**config.mk**
```make
export PLATFORM = sky130hd
export DESIGN_NAME = svc_rv_div_arb
export DESIGN_NICKNAME = d
export VERILOG_FILES = /design/src/rtl/svc_rv_div_arb_pkg.sv /design/src/rtl/svc_rr_arb.sv /design/src/rtl/svc_rv_div_arb.sv
export SDC_FILE = /design/constraint.sdc
export NUM_CORES = 1
export LEC_CHECK = 0
export CAP_MARGIN = 30
export CORE_MARGIN = 2
export CORE_UTILIZATION = 35
export CTS_CLUSTER_DIAMETER = 60
export DETAILED_ROUTE_END_ITERATION = 8
export PLACE_DENSITY = 0.84
export SLEW_MARGIN = 20
export SYNTH_ARGS = -nofsm -noshare
export SYNTH_HDL_FRONTEND = slang
export SYNTH_SLANG_ARGS = --single-unit
```
**constraint.sdc**
```tcl
create_clock -name clk -period 4 [get_ports clk]
set_input_delay 1.2 -clock clk [delete_from_list [all_inputs] [get_ports clk]]
set_output_delay 1.2 -clock clk [all_outputs]
set_load 0.01 [all_outputs]
```
**src/rtl/svc_rv_div_arb_pkg.sv**
```systemverilog
// Shared types for the divider arbiter: FSM state encoding and the RV32M
// funct3 codes carried on req_op / div_op.
package svc_rv_div_arb_pkg;

   typedef enum logic [1:0] {
      ST_IDLE  = 2'd0,
      ST_ISSUE = 2'd1,
      ST_WAIT  = 2'd2,
      ST_RESP  = 2'd3
   } div_arb_state_e;

   localparam logic [2:0] OP_DIV  = 3'b100;
   localparam logic [2:0] OP_DIVU = 3'b101;
   localparam logic [2:0] OP_REM  = 3'b110;
   localparam logic [2:0] OP_REMU = 3'b111;

endpackage

```
**src/rtl/svc_rr_arb.sv**
```systemverilog
// Round-robin grant for NUM_REQ requesters.
// Ports:
//   req   - request vector
//   ptr   - index holding highest priority this cycle
//   grant - one-hot grant (all zero when no request)
module svc_rr_arb #(
   parameter int NUM_REQ = 2,
   parameter int IDX_W   = 1
) (
   input  logic [NUM_REQ-1:0] req,
   input  logic [IDX_W-1:0]   ptr,
   output logic [NUM_REQ-1:0] grant
);

   logic [IDX_W:0] idx;
   logic           found;

   // Scan from ptr upward, wrapping at NUM_REQ; first hit wins.
   always_comb begin
      grant = '0;
      found = 1'b0;
      idx   = '0;
      for (int i = 0; i < NUM_REQ; i++) begin
         idx = {1'b0, ptr} + (IDX_W+1)'(i);
         if (idx >= (IDX_W+1)'(NUM_REQ)) begin
            idx = idx - (IDX_W+1)'(NUM_REQ);
         end
         if (!found && req[idx[IDX_W-1:0]]) begin
            grant[idx[IDX_W-1:0]] = 1'b1;
            found                 = 1'b1;
         end
      end
   end

endmodule

```
**src/rtl/svc_rv_div_arb.sv**
```systemverilog
// Shares one iterative divider among NUM_REQ requesters, one operation at a
// time. Default build uses fixed priority (lowest index wins); defining
// SVC_RV_DIV_ARB_RR_EN switches to round-robin via svc_rr_arb.
// Ports:
//   clk, rst                     - clock, async active-high reset
//   req_valid/ready/rs1/rs2/op   - per-requester request channel (flattened)
//   resp_valid/ready, resp_result - per-requester response, shared result bus
//   div_en/rs1/rs2/op            - divider start pulse and held operands
//   div_busy, div_result         - divider status and combinational result
//
// state    | meaning
// ---------+-------------------------------------------------------------
// ST_IDLE  | no op in flight; grant any valid requester
// ST_ISSUE | pulse div_en with latched operands
// ST_WAIT  | wait for div_busy low, capture div_result
// ST_RESP  | present result to owner until its resp_ready
module svc_rv_div_arb
   import svc_rv_div_arb_pkg::*;
#(
   parameter int NUM_REQ = 2,
   parameter int WIDTH   = 32
) (
   input  logic                     clk,
   input  logic                     rst,
   input  logic [NUM_REQ-1:0]       req_valid,
   output logic [NUM_REQ-1:0]       req_ready,
   input  logic [NUM_REQ*WIDTH-1:0] req_rs1,
   input  logic [NUM_REQ*WIDTH-1:0] req_rs2,
   input  logic [NUM_REQ*3-1:0]     req_op,
   output logic [NUM_REQ-1:0]       resp_valid,
   input  logic [NUM_REQ-1:0]       resp_ready,
   output logic [WIDTH-1:0]         resp_result,
   output logic                     div_en,
   output logic [WIDTH-1:0]         div_rs1,
   output logic [WIDTH-1:0]         div_rs2,
   output logic [2:0]               div_op,
   input  logic                     div_busy,
   input  logic [WIDTH-1:0]         div_result
);

   localparam int IDX_W = (NUM_REQ > 1) ? $clog2(NUM_REQ) : 1;

   div_arb_state_e     state_q, state_d;
   logic [NUM_REQ-1:0] grant;
   logic [IDX_W-1:0]   grant_idx, owner_q;
   logic [WIDTH-1:0]   sel_rs1, sel_rs2, rs1_q, rs2_q, result_q;
   logic [2:0]         sel_op, op_q;
   logic               grant_fire, owner_ack;

   assign grant_fire = (state_q == ST_IDLE) && (|req_valid);

`ifdef SVC_RV_DIV_ARB_RR_EN
   logic [IDX_W-1:0] rr_ptr_q;

   svc_rr_arb #(
      .NUM_REQ (NUM_REQ),
      .IDX_W   (IDX_W)
   ) u_rr_arb (
      .req   (req_valid),
      .ptr   (rr_ptr_q),
      .grant (grant)
   );

   always_ff @(posedge clk or posedge rst) begin
      if (rst) begin
         rr_ptr_q <= '0;
      end else if (grant_fire) begin
         rr_ptr_q <= (grant_idx == IDX_W'(NUM_REQ-1)) ? '0 : grant_idx + IDX_W'(1);
      end
   end
`else
   logic fp_found;

   always_comb begin
      grant    = '0;
      fp_found = 1'b0;
      for (int i = 0; i < NUM_REQ; i++) begin
         if (req_valid[i] && !fp_found) begin
            grant[i] = 1'b1;
            fp_found = 1'b1;
         end
      end
   end
`endif

   // One-hot grant to index, plus operand mux for the winner.
   always_comb begin
      grant_idx = '0;
      sel_rs1   = '0;
      sel_rs2   = '0;
      sel_op    = '0;
      for (int i = 0; i < NUM_REQ; i++) begin
         if (grant[i]) begin
            grant_idx = IDX_W'(i);
            sel_rs1   = req_rs1[i*WIDTH +: WIDTH];
            sel_rs2   = req_rs2[i*WIDTH +: WIDTH];
            sel_op    = req_op[i*3 +: 3];
         end
      end
   end

   always_comb begin
      resp_valid = '0;
      if (state_q == ST_RESP) begin
         for (int i = 0; i < NUM_REQ; i++) begin
            resp_valid[i] = (owner_q == IDX_W'(i));
         end
      end
   end

   assign owner_ack = |(resp_ready & resp_valid);

   always_comb begin
      state_d     = state_q;
      req_ready   = '0;
      div_en      = 1'b0;
      resp_result = '0;
      case (state_q)
         ST_IDLE: begin
            if (grant_fire) begin
               req_ready = grant;
               state_d   = ST_ISSUE;
            end
         end
         ST_ISSUE: begin
            div_en  = 1'b1;
            state_d = ST_WAIT;
         end
         ST_WAIT: begin
            if (!div_busy) state_d = ST_RESP;
         end
         ST_RESP: begin
            resp_result = result_q;
            if (owner_ack) state_d = ST_IDLE;
         end
         default: state_d = ST_IDLE;
      endcase
   end

   always_ff @(posedge clk or posedge rst) begin
      if (rst) begin
         state_q  <= ST_IDLE;
         owner_q  <= '0;
         rs1_q    <= '0;
         rs2_q    <= '0;
         op_q     <= '0;
         result_q <= '0;
      end else begin
         state_q <= state_d;
         if (grant_fire) begin
            owner_q <= grant_idx;
            rs1_q   <= sel_rs1;
            rs2_q   <= sel_rs2;
            op_q    <= sel_op;
         end
         if ((state_q == ST_WAIT) && !div_busy) begin
            result_q <= div_result;
         end
      end
   end

   // Operands stay on the divider pins until the next grant, so the op the
   // divider uses to pick quotient vs remainder is stable at capture.
   assign div_rs1 = rs1_q;
   assign div_rs2 = rs2_q;
   assign div_op  = op_q;

endmodule
```
Yosys cells after proc, flatten, opt, wreduce, memory -nomap -nowiden. Cells that the tools add are included.

Bits in registers: 102. Bits in latches: 0. Bits in writable memories: 0. Memory bits (read-only): 0. Bits of input ports: 173. Output and inout bits: 104. Word-level logic and storage cells: 41. Memories kept: 0.

Add/subtract/negate cells: 0. Multiply operators: 0. Divide/modulo/power cells: 0. Order comparisons: 0. Equality and inequality tests: 6. Shift-type cells: 0. Muxes and demuxes: 18. Bitwise logic cells: 2. Reduce and logical (&&, ||, !) cells: 9.

Operators with widths (number): 2-to-1 mux 32 bit (5); 2-to-1 mux 2 bit (6); one-hot mux 2 bit (4 select lines) (1); 2-to-1 mux 3 bit (2); != test 2 bit (second input constant) (3); equality test 2 bit (second input constant) (2); 2-to-1 mux 1 bit (4); OR reduction 2 bit (2); logical AND 1 bit (3); AND reduction 3 bit (1); bitwise AND 2 bit (1); equality test 2 x 1 -> 1 bit (second input constant) (1); logical NOT 1 bit (2); logical NOT 2 bit (1); NOT 1 bit (1).

Logic depth before layout (Yosys ltp). Gate-level depths: netlist of run 1.

Depth after elaboration: 6. Mapped depth: 7. Mapped depth without buffers: 5.

Least setup slack after synthesis of run 1. OpenSTA, ideal clock, no wires.

Kind: input-to-output. From: input req_valid[0]. To: output req_ready[1]. Arrival time: 1.717 ns. Required time: 2.800 ns. Slack: 1.083 ns. Stages on the path: 3. Path buffers: 2. Cell sequence: buf_4 buf_2 nor2_1.

Longest elaborated chain between the ends: 6. Elaborated cells between the ends (all ways): 8. Classes of those cells: mux (4); reduce/logical (4).

RTL lines: from (decl) (RTL line svc_rv_div_arb.sv:25) `input logic [NUM_REQ-1:0] req_valid,`; 2-to-1 mux 1 bit (RTL line svc_rv_div_arb.sv:78) `if (req_valid[i] && !fp_found) begin`; logical NOT 1 bit (RTL line svc_rv_div_arb.sv:78); logical AND 1 bit (RTL line svc_rv_div_arb.sv:78); 2-to-1 mux 1 bit (RTL line svc_rv_div_arb.sv:78); 2-to-1 mux 2 bit (*) (RTL line svc_rv_div_arb.sv:120) `if (grant_fire) begin`; 2-to-1 mux 2 bit (*) (RTL line svc_rv_div_arb.sv:118) `case (state_q)`; to (decl) (RTL line svc_rv_div_arb.sv:26) `output logic [NUM_REQ-1:0] req_ready,`.

Mark *: on every way between the ends. The rest lies on a longest branch, timed or not.

Worst setup path after layout of run 1.
From: register state_q[0]. To: output req_ready[1].

Longest elaborated chain between the ends: 4.

RTL lines: from (decl) (RTL line svc_rv_div_arb.sv:43) `div_arb_state_e state_q, state_d;`; from (signal assigned) (RTL line svc_rv_div_arb.sv:149) `state_q <= state_d;`; logical NOT 2 bit (*) (RTL line svc_rv_div_arb.sv:50, svc_rv_div_arb.sv:118); logical AND 1 bit (RTL line svc_rv_div_arb.sv:50) `assign grant_fire = (state_q == ST_IDLE) && (|req_valid);`; 2-to-1 mux 2 bit (RTL line svc_rv_div_arb.sv:120); 2-to-1 mux 2 bit (*) (RTL line svc_rv_div_arb.sv:118).

Marked as above.

==> results of run 1 <==
cell families (layout without fill, tap and decap cells):
| group | after synthesis | in the layout |
|---|---|---|
| compound gates | 136 | 136 |
| fa+ha+maj | 5 | 5 |
| buf+inv | 48 | 307 |
| flops | 102 | 102 |
| mux | 34 | 34 |
| simple gates | 149 | 149 |
report_power, final:
part	switching [mW]	internal [mW]
clock	0.375	0.567
sequential	0.336	1.55
combinational	1.16	1.56
stage by stage:
| step | hold slack, ns | cell area [µm²] | setup WS (ns) | utilization | power, mW |
|---|---|---|---|---|---|
| 2_1_floorplan | 0.4489 | 4970 | 0.1245 | - | 3.216 |
| 3_3_place_gp | 0.4603 | 7797 | 0.7611 | 0.5617 | 4.502 |
| 3_5_place_dp | 0.4729 | 7797 | 0.7370 | 0.5617 | 4.620 |
| 4_1_cts | 0.4875 | 8122 | 0.4340 | 0.5851 | 5.590 |
| 5_1_grt | 0.4950 | 8152 | 0.5537 | 0.5873 | 5.903 |
| 6_report | 0.4818 | 8152 | 0.7058 | 0.5873 | 5.550 |
routing by layer:
| metal | vias up | global-route usage |
|---|---|---|
| li1 | 2216 | - |
| met1 | 2269 | 0.2333 |
| met2 | 202 | 0.3448 |
| met3 | 27 | 0.03875 |
| met4 | 0 | 0.09020 |
| met5 | - | 0 |
synth_stat cells, types with 2 or more instances:
master    number  area share
dfrtp_1      102        0.51
nand2_1       71       0.054
o22ai_1       60       0.076
nand3b_1      39       0.059
a22o_1        35       0.062
a21oi_1       33       0.033
and2_1        33       0.042
mux2_1        33       0.075
buf_2         26       0.026
clkbuf_1      10      0.0076
buf_6          6       0.014
ha_1           5       0.013
inv_1          4      0.0030
o21ai_0        4      0.0040
nor2_1         2      0.0015
nor2b_1        2      0.0025
worst paths after layout:
| kind | startpoint | end | cells past startpoint |
|---|---|---|---|
| worst max register to register | state_q[0] | state_q[1] | 6 |
| worst max-delay path | state_q[0] | req_ready[1] | 5 |
| min in group asynchronous | rst | div_rs2[8] | 2 |
| worst min register to register | result_q[30] | result_q[30] | 1 |
| max in group asynchronous | rst | result_q[16] | 3 |
| worst min-delay path | result_q[30] | result_q[30] | 1 |
flip-flops by register name, summed over array words and instances, names as in the netlist:
name / flops
owner_q: 1
div_op: 3
div_rs1: 32
div_rs2: 32
state_q: 2
result_q: 32
area by class of cell:
| class | count | share of cell area |
|---|---|---|
| repair buffers | 286 | 0.3518 |
| multi-input cells | 324 | 0.2651 |
| flip-flops and latches | 102 | 0.3131 |
| well taps | 180 | 0.02763 |
| clock inverters | 5 | 0.009977 |
| clock buffers | 11 | 0.02978 |
| inverters | 5 | 0.002609 |
worst reg2reg max path, stage by stage (launching register included):
cell      delay [ns]
dfrtp_1         0.41
inv_1           0.12
ha_2            0.40
buf_4           0.57
nor3b_2         0.35
a221oi_2        0.08
mux2_1          0.33
==> impl_metrics.py, run 1 <==
metrics = {
    "run_status": {
        "status": "finished, final reports clean",
    },
    "final_layout": {
        "syn_to_final_growth_pct": 64.02,
        "seq_area_mm2": 0.002552,
        "final_common_cell": "clkdlybuf4s50_1",
        "n_fill_cell": 1188,
        "nets": 906,
        "diodes": 0,
        "layoutNonFillerInstCount": 913,
        "mostFrequentLayoutCells": "clkdlybuf4s50_1, dfrtp_1, nand2_1",
        "multiInputGateArea_mm2": 0.002161,
        "drive_gt1_frac": 0.04775,
    },
    "sta": {
        "slew_violations": 0,
        "worstMarginPinSlew_ns": 0.7944,
        "rsz0062_at_grt": "false",
        "period_share": 0.8235,
        "fin_crit_ns": 3.294,
        "relSlewSlack": 0.4704,
        "hold_violations": 0,
        "max_freq_mhz": 303.6,
        "setup_viol": 0,
        "fin_tns_setup_ns": 0,
        "fin_worst_skew_ns": 0.009263,
    },
    "setup_path": {
        "crit_family": "buffers and inverters",
        "cp_cell_sequence": "inv_1 > ha_2 > nand2_1 > nor2_1 > clkdlybuf4s50_1",
        "slowest_delay_ns": 0.56,
        "crit_type": "flip-flop to primary output",
        "critPathLaunchType": "flip-flop",
        "cpMaxStageDelayCell": "clkdlybuf4s50_1",
        "worst-path-buf-inv": 2,
        "crit_arrival_ns": 2.09,
        "r2r_slack_ns": 1.62,
        "required_ns": 2.80,
        "critPathMaxFanout": 16,
        "cp-end-kind": "primary output",
    },
    "clock_tree": {
        "root_buffer": "clkbuf_16",
        "clock-sinks": 102,
        "numCtsBuffers": 9,
        "htreeDepth": 3,
        "tritoncts": "built",
        "post_cts_buffers": 0,
        "clk_pin_slew_worst_paths_ns": 0.07,
        "cts_buffer_depth": 2,
        "clkLatencyLatePin_ns": 0.34,
        "hold_buffers": 0,
        "ctsResizeCount": 0,
    },
    "synth": {
        "synth_top_family_by_area": "compound AO/OA/AOI/OAI gates",
        "synth-xor-area-share": 0,
        "postSynthCellCount": 474,
        "synth-adder-area-share": 0.01259,
        "synthSimpleGateAreaFrac": 0.1619,
        "synthesis.nets": 652,
        "synth_compound_area_frac": 0.1825,
        "synth_area_per_cell_um2": 10.48,
        "synth_seq_area_share": 0.5136,
        "ys_async_sr_fraction": 1.000,
        "synth_edf_count": 0,
        "synth_ff_type": "dfrtp_1",
        "mappedNetlistArea_mm2": 0.004970,
        "synth.distinct_cells": 25,
        "ys_ff_latch": 102,
        "synth.mux.area_fraction": 0.07679,
        "ys_warn_count": 0,
    },
    "die": {
        "die_y_um": 123.2,
        "num_io_pins": 277,
        "fp.dieW_um": 123.2,
        "coreArea_mm2": 0.01388,
        "row_count": 43,
        "start_util": 0.3580,
        "dieArea_mm2": 0.01517,
    },
    "route": {
        "ant_nets": 0,
        "vias_per_cell": 5.163,
        "drcViolationCount": 0,
        "met1_length_um": 6073,
        "met3_length_um": 1102,
        "drt-wirelength-per-cell_um": 16.88,
        "top_layer_used": "met4",
        "routed_wl_um": 15410,
        "dr.pass1.iters": 4,
        "drt-initial-drc-count": 293,
        "dr_wl_met2_um": 7847,
        "num_vias": 4714,
    },
    "hold_path": {
        "hold_class": "flip-flop to flip-flop",
    },
    "flow_run": {
        "cap_viol_max_count": 0,
    },
    "grt": {
        "grt_pass1_vias": 4842,
        "grt_usage": 0.1973,
        "grt_pass1_wl_um": 23520,
        "grt_max_degree": 74,
        "antenna_found_initial": 0,
        "overflow": 0,
    },
    "place": {
        "portBuffers": 276,
        "dp_cells": 895,
        "dp_hpwl_um": 11280,
        "gp_congestion": 0.8246,
    },
    "power": {
        "power_density_mw_per_mm2": 680.8,
        "p_leak_nw": 3.406,
        "ir_worst_vdd_mv": 0.3712,
    },
}
(Power assumes the default switching activity.)
==> inputs of run 2 (changes only) <==
Settings changed: CORE_UTILIZATION 35 to 39, PLACE_DENSITY 0.84 to 0.88.
Clock period 4 ns to 3.2 ns, I/O delays scaled along.
==> run 2 against run 1 <==
  * First-iteration DRC count fell by 1.7%
  * Worst setup slack worse by 0.49 ns
  * Clock power up 20%
  * Sequential power is 25% higher
  * Power increased by 24%
  * Non-clock buffer count fell by 1
  * Core utilization increased by 6.1 points
  * Critical path depth down 2
  * Critical path type unchanged
  * Global-route usage rose by 2.7 points
  * Worst hold slack got worse by 0.0028 ns
  * Final cell count down 0.99%
  * Count of clock-buffer cells in the layout increased by 1
==> impl_metrics.py, run 2 (synthesized netlist as in run 1, its figures left out) <==
metrics = {
    "setup_path": {
        "worst-path-buf-inv": 1,
        "critPathMaxFanout": 36,
        "crit_arrival_ns": 2.03,
        "crit_family": "buffers and inverters",
        "cpMaxStageDelayCell": "clkdlybuf4s50_1",
        "slowest_delay_ns": 0.55,
        "r2r-start": "state_q[0]",
        "cp-end-kind": "primary output",
        "critPathLaunchType": "flip-flop",
        "worstSetupStartpoint": "state_q[0]",
        "r2r_slack_ns": 0.91,
        "cp_cell_sequence": "ha_2 > and2_1 > clkdlybuf4s50_1",
        "crit_type": "flip-flop to primary output",
        "required_ns": 2.24,
    },
    "flow_run": {
        "cap_viol_max_count": 0,
    },
    "final_layout": {
        "mostFrequentLayoutCells": "clkdlybuf4s50_1, dfrtp_1, nand2_1",
        "final_util": 0.6485,
        "multiInputGateArea_mm2": 0.002163,
        "syn_to_final_growth_pct": 63.34,
        "n_fill_cell": 1002,
        "nets": 905,
        "diodes": 0,
        "drive_gt1_frac": 0.04781,
        "seq_area_mm2": 0.002552,
        "final_common_cell": "clkdlybuf4s50_1",
    },
    "grt": {
        "grt_pass1_vias": 4756,
        "antenna_found_initial": 0,
        "overflow": 0,
        "grt_max_degree": 103,
        "grt_pass1_wl_um": 23940,
        "grt_usage": 0.2245,
    },
    "power": {
        "p_seq_frac": 0.345,
        "swShare": 0.3419,
        "p_leak_nw": 3.388,
        "total_power_mw": 6.867,
        "p_sw_mw": 2.348,
        "ir_worst_vdd_mv": 0.4164,
        "p_int_mw": 4.519,
        "power_density_mw_per_mm2": 846.0,
        "p_comb_frac": 0.490,
        "clockPowerShare": 0.164,
    },
    "sta": {
        "fin_tns_setup_ns": 0,
        "relSlewSlack": 0.4750,
        "setup_viol": 0,
        "slew_violations": 0,
        "period_share": 0.9336,
        "rsz0062_at_grt": "false",
        "worstMarginPinSlew_ns": 0.7875,
        "fin_crit_ns": 2.988,
        "whs_ns": 0.4790,
        "fin_worst_skew_ns": 0.004467,
        "max_freq_mhz": 334.7,
        "hold_violations": 0,
    },
    "clock_tree": {
        "tritoncts": "built",
        "ctsResizeCount": 1,
        "numCtsBuffers": 9,
        "post_cts_buffers": 0,
        "hold_buffers": 0,
        "clk_pin_slew_worst_paths_ns": 0.07,
        "clkLatencyLatePin_ns": 0.34,
        "clock-sinks": 102,
        "cts_buffer_depth": 2,
        "htreeDepth": 3,
        "root_buffer": "clkbuf_16",
    },
    "place": {
        "gp_congestion": 0.8038,
        "dp_hpwl_um": 11240,
        "portBuffers": 276,
    },
    "route": {
        "num_vias": 4752,
        "routed_wl_um": 15460,
        "ant_nets": 0,
        "drcViolationCount": 0,
        "drt-wirelength-per-cell_um": 17.10,
        "drt-initial-drc-count": 288,
        "vias_per_cell": 5.257,
        "dr.pass1.iters": 4,
    },
    "die": {
        "dieArea_mm2": 0.01366,
        "die_y_um": 116.9,
        "row_count": 41,
        "fp.dieW_um": 116.9,
        "num_io_pins": 277,
        "coreArea_mm2": 0.01252,
        "start_util": 0.3970,
    },
    "hold_path": {
        "hp-start": "result_q[21]",
        "hold_class": "flip-flop to flip-flop",
    },
    "run_status": {
        "status": "finished, final reports clean",
    },
}
[run 2: cell types whose count changed in the layout (fill, tap and decap cells not counted)]
cell	change
buf_8	-2
buf_4	+1
buf_16	+1
inv_4	-1
bufinv_16	-1
ha_2	+1
clkinvlp_4	+1
ha_1	-1
clkbuf_8	+1
buf_12	-1
inv_6	-1
clkinv_4	+2
clkinv_2	-1
[run 2: power groups by stage]
stage          Sequential [mW]  Combinational [mW]  Clock [mW]
6_report                  2.37                3.37        1.13
5_1_grt                   2.45                3.66        1.20
4_1_cts                   2.37                3.40        1.15
3_5_place_dp              2.37                3.38           0
3_3_place_gp              2.36                3.26           0
2_1_floorplan             2.47                1.55           0
[run 2: worst register-to-register path, stage by stage (launching register included)]
cell,delay [ns]
dfrtp_1,0.41
inv_1,0.12
ha_2,0.23
buf_4,0.59
nor3b_2,0.42
a221oi_2,0.07
mux2_1,0.33
[run 2: layout make-up]
type	instances	area share
Multi-Input combinational cell	324	0.2665
Clock buffer	12	0.03160
Tap cell	172	0.02651
Timing Repair Buffer	285	0.3514
Inverter	5	0.002774
Sequential cell	102	0.3144
Clock inverter	4	0.006782
[run 2: routing by layer]
metal,part of all wire,GRT usage,wire length [µm]
met5,0,0,0
met4,0.029,0.09020,453
met3,0.072,0.04428,1106
met2,0.51,0.3919,7866
met1,0.39,0.2736,6036
[run 2: metrics by stage]
step	instance area (µm²)	cells	worst slack [ns]
finish	8118	904	0.2124
detailed placement	7776	887	0.2645
floorplan	4974	474	0.7632
global route	8118	904	0.08563
CTS	8090	903	0.1817
global placement	7776	887	0.2859
[run 2: final timing paths]
kind                                   to  depth (start not counted)
setup / recovery           resp_result[8]                          3
hold / removal               result_q[21]                          1
setup reg to reg               state_q[1]                          6
hold reg to reg              result_q[21]                          1
max in group asynchronous     div_rs1[10]                          3
min in group asynchronous      div_rs2[7]                          3
==> inputs of run 3 (changes only) <==
Settings changed: ABC_CLOCK_PERIOD_IN_PS set to 3200, REMOVE_ABC_BUFFERS set to 1.
==> run 3 against run 2 <==
  * Routed wire length is 1.1% lower
  * First-iteration DRC count up 0.69%
  * Fmax shrank 0.81%
  * Non-clock buffer count increased by 1
  * Clock skew up 0.0038 ns
  * Clock power is 11% higher
  * Register-to-register slack worse by 0.14 ns
  * Final cell count is 0.11% higher
  * Worst hold slack got worse by 0.0011 ns
  * Core utilization increased by 0.25 points
  * Critical path type unchanged
  * Highest routed layer unchanged
  * Critical path depth unchanged
  * Combinational power about the same
==> impl_metrics.py, run 3 (synthesized netlist as in run 1, its figures left out) <==
metrics = {
    "route": {
        "drt-initial-drc-count": 290,
        "num_vias": 4696,
        "vias_per_cell": 5.189,
        "dr.pass1.iters": 4,
        "routed_wl_um": 15290,
        "drcViolationCount": 0,
        "ant_nets": 0,
        "drt-wirelength-per-cell_um": 16.90,
    },
    "clock_tree": {
        "clock-sinks": 102,
        "clkLatencyLatePin_ns": 0.34,
        "hold_buffers": 0,
        "clk_pin_slew_worst_paths_ns": 0.06,
        "tritoncts": "built",
        "post_cts_buffers": 0,
        "root_buffer": "clkbuf_16",
        "numCtsBuffers": 9,
        "htreeDepth": 3,
        "cts_buffer_depth": 2,
        "ctsResizeCount": 1,
    },
    "sta": {
        "fin_worst_skew_ns": 0.008302,
        "period_share": 0.9412,
        "max_freq_mhz": 332.0,
        "hold_violations": 0,
        "whs_ns": 0.4779,
        "fin_crit_ns": 3.012,
        "finalWorstSetupSlack_ns": 0.1881,
        "slew_violations": 0,
        "relSlewSlack": 0.5013,
        "rsz0062_at_grt": "false",
        "worstMarginPinSlew_ns": 0.7481,
        "setup_viol": 0,
    },
    "final_layout": {
        "multiInputGateArea_mm2": 0.002163,
        "nets": 906,
        "mostFrequentLayoutCells": "clkdlybuf4s50_1, dfrtp_1, nand2_1",
        "drive_gt1_frac": 0.04918,
        "final_common_cell": "clkdlybuf4s50_1",
        "syn_to_final_growth_pct": 63.97,
        "seq_area_mm2": 0.002552,
        "n_fill_cell": 979,
    },
    "place": {
        "gp_congestion": 0.8591,
        "place_ws_ns": 0.2494,
        "dp_hpwl_um": 11170,
        "portBuffers": 276,
    },
    "grt": {
        "overflow": 0,
        "grt_pass1_wl_um": 23120,
        "grt_pass1_vias": 4739,
        "grt_usage": 0.2171,
        "grt_max_degree": 74,
        "antenna_found_initial": 1,
    },
    "setup_path": {
        "cp-end-kind": "primary output",
        "ff2ff_path_depth": 6,
        "r2r-start": "state_q[0]",
        "rr_endpoint": "div_rs2[16]",
        "endpoint": "resp_result[20]",
        "crit_type": "flip-flop to primary output",
        "r2r_slack_ns": 0.77,
        "worstSetupStartpoint": "state_q[0]",
        "required_ns": 2.24,
        "crit_arrival_ns": 2.05,
        "critPathMaxFanout": 36,
        "critPathLaunchType": "flip-flop",
    },
    "die": {
        "die_y_um": 116.9,
        "num_io_pins": 277,
        "coreArea_mm2": 0.01252,
        "start_util": 0.3970,
        "fp.dieW_um": 116.9,
        "row_count": 41,
        "dieArea_mm2": 0.01366,
    },
    "power": {
        "p_leak_nw": 3.411,
        "power_density_mw_per_mm2": 858.5,
        "ir_worst_vdd_mv": 0.4383,
        "total_power_mw": 6.996,
    },
    "run_status": {
        "status": "finished, final reports clean",
    },
    "flow_run": {
        "cap_viol_max_count": 0,
    },
    "hold_path": {
        "hold_class": "flip-flop to flip-flop",
    },
}
run 3: cell types whose count changed in the layout (fill, tap and decap cells not counted):
cell	before	now
clkinvlp_4	2	0
clkbuf_8	2	1
diode_2	0	1
buf_16	1	0
buf_8	0	1
bufinv_16	1	3
inv_4	0	1
buf_4	7	8
clkbuf_1	1	0
run 3: metal layers:
metal / track usage / up-vias / part of all wire / wire (µm)
met3: 0.04737 / 31 / 0.075 / 1149
met4: 0.1020 / 0 / 0.028 / 433
met5: 0 / - / 0 / 0
li1: - / 2217 / - / -
met2: 0.3811 / 229 / 0.51 / 7744
met1: 0.2532 / 2219 / 0.39 / 5965
run 3: worst min-delay path by stage:
stage / startpoint / endpoint / slack (ns) / depth (start not counted)
finish: result_q[6] / result_q[6] / 0.48 / 1
global route: result_q[6] / result_q[6] / 0.50 / 1
CTS: result_q[6] / result_q[6] / 0.48 / 1
detailed placement: result_q[8] / result_q[8] / 0.47 / 1
global placement: result_q[25] / result_q[25] / 0.46 / 1
floorplan: result_q[0] / result_q[0] / 0.45 / 1
run 3: area by class of cell:
| class | instances | share of cell area |
|---|---|---|
| timing repair buffer | 286 | 0.3495 |
| inverter | 5 | 0.002610 |
| clock buffer | 10 | 0.02933 |
| sequential | 102 | 0.3132 |
| tap | 172 | 0.02641 |
| multi-input combinational | 324 | 0.2655 |
| antenna | 1 | 0.0003071 |
| clock inverter | 5 | 0.01320 |
run 3: worst max-delay path, cell delays in order (launching register included):
cell and delay (ns):
dfrtp_1 0.40, ha_2 0.52, and2_1 0.22, clkdlybuf4s50_1 0.56
run 3: per-stage QoR:
stage / setup TNS [ns] / cells / utilization / area [µm²]
finish: 0 / 905 / 0.6510 / 8149
CTS: 0 / 903 / 0.6496 / 8132
detailed placement: 0 / 888 / 0.6218 / 7782
floorplan: -47.24 / 431 / - / 4727
global placement: 0 / 888 / 0.6218 / 7782
global route: 0 / 904 / 0.6508 / 8147
run 3: where the power goes:
part,internal [mW],switching [mW],total (mW)
clock,0.784,0.470,1.25
combinational,1.92,1.45,3.37
sequential,1.94,0.425,2.37
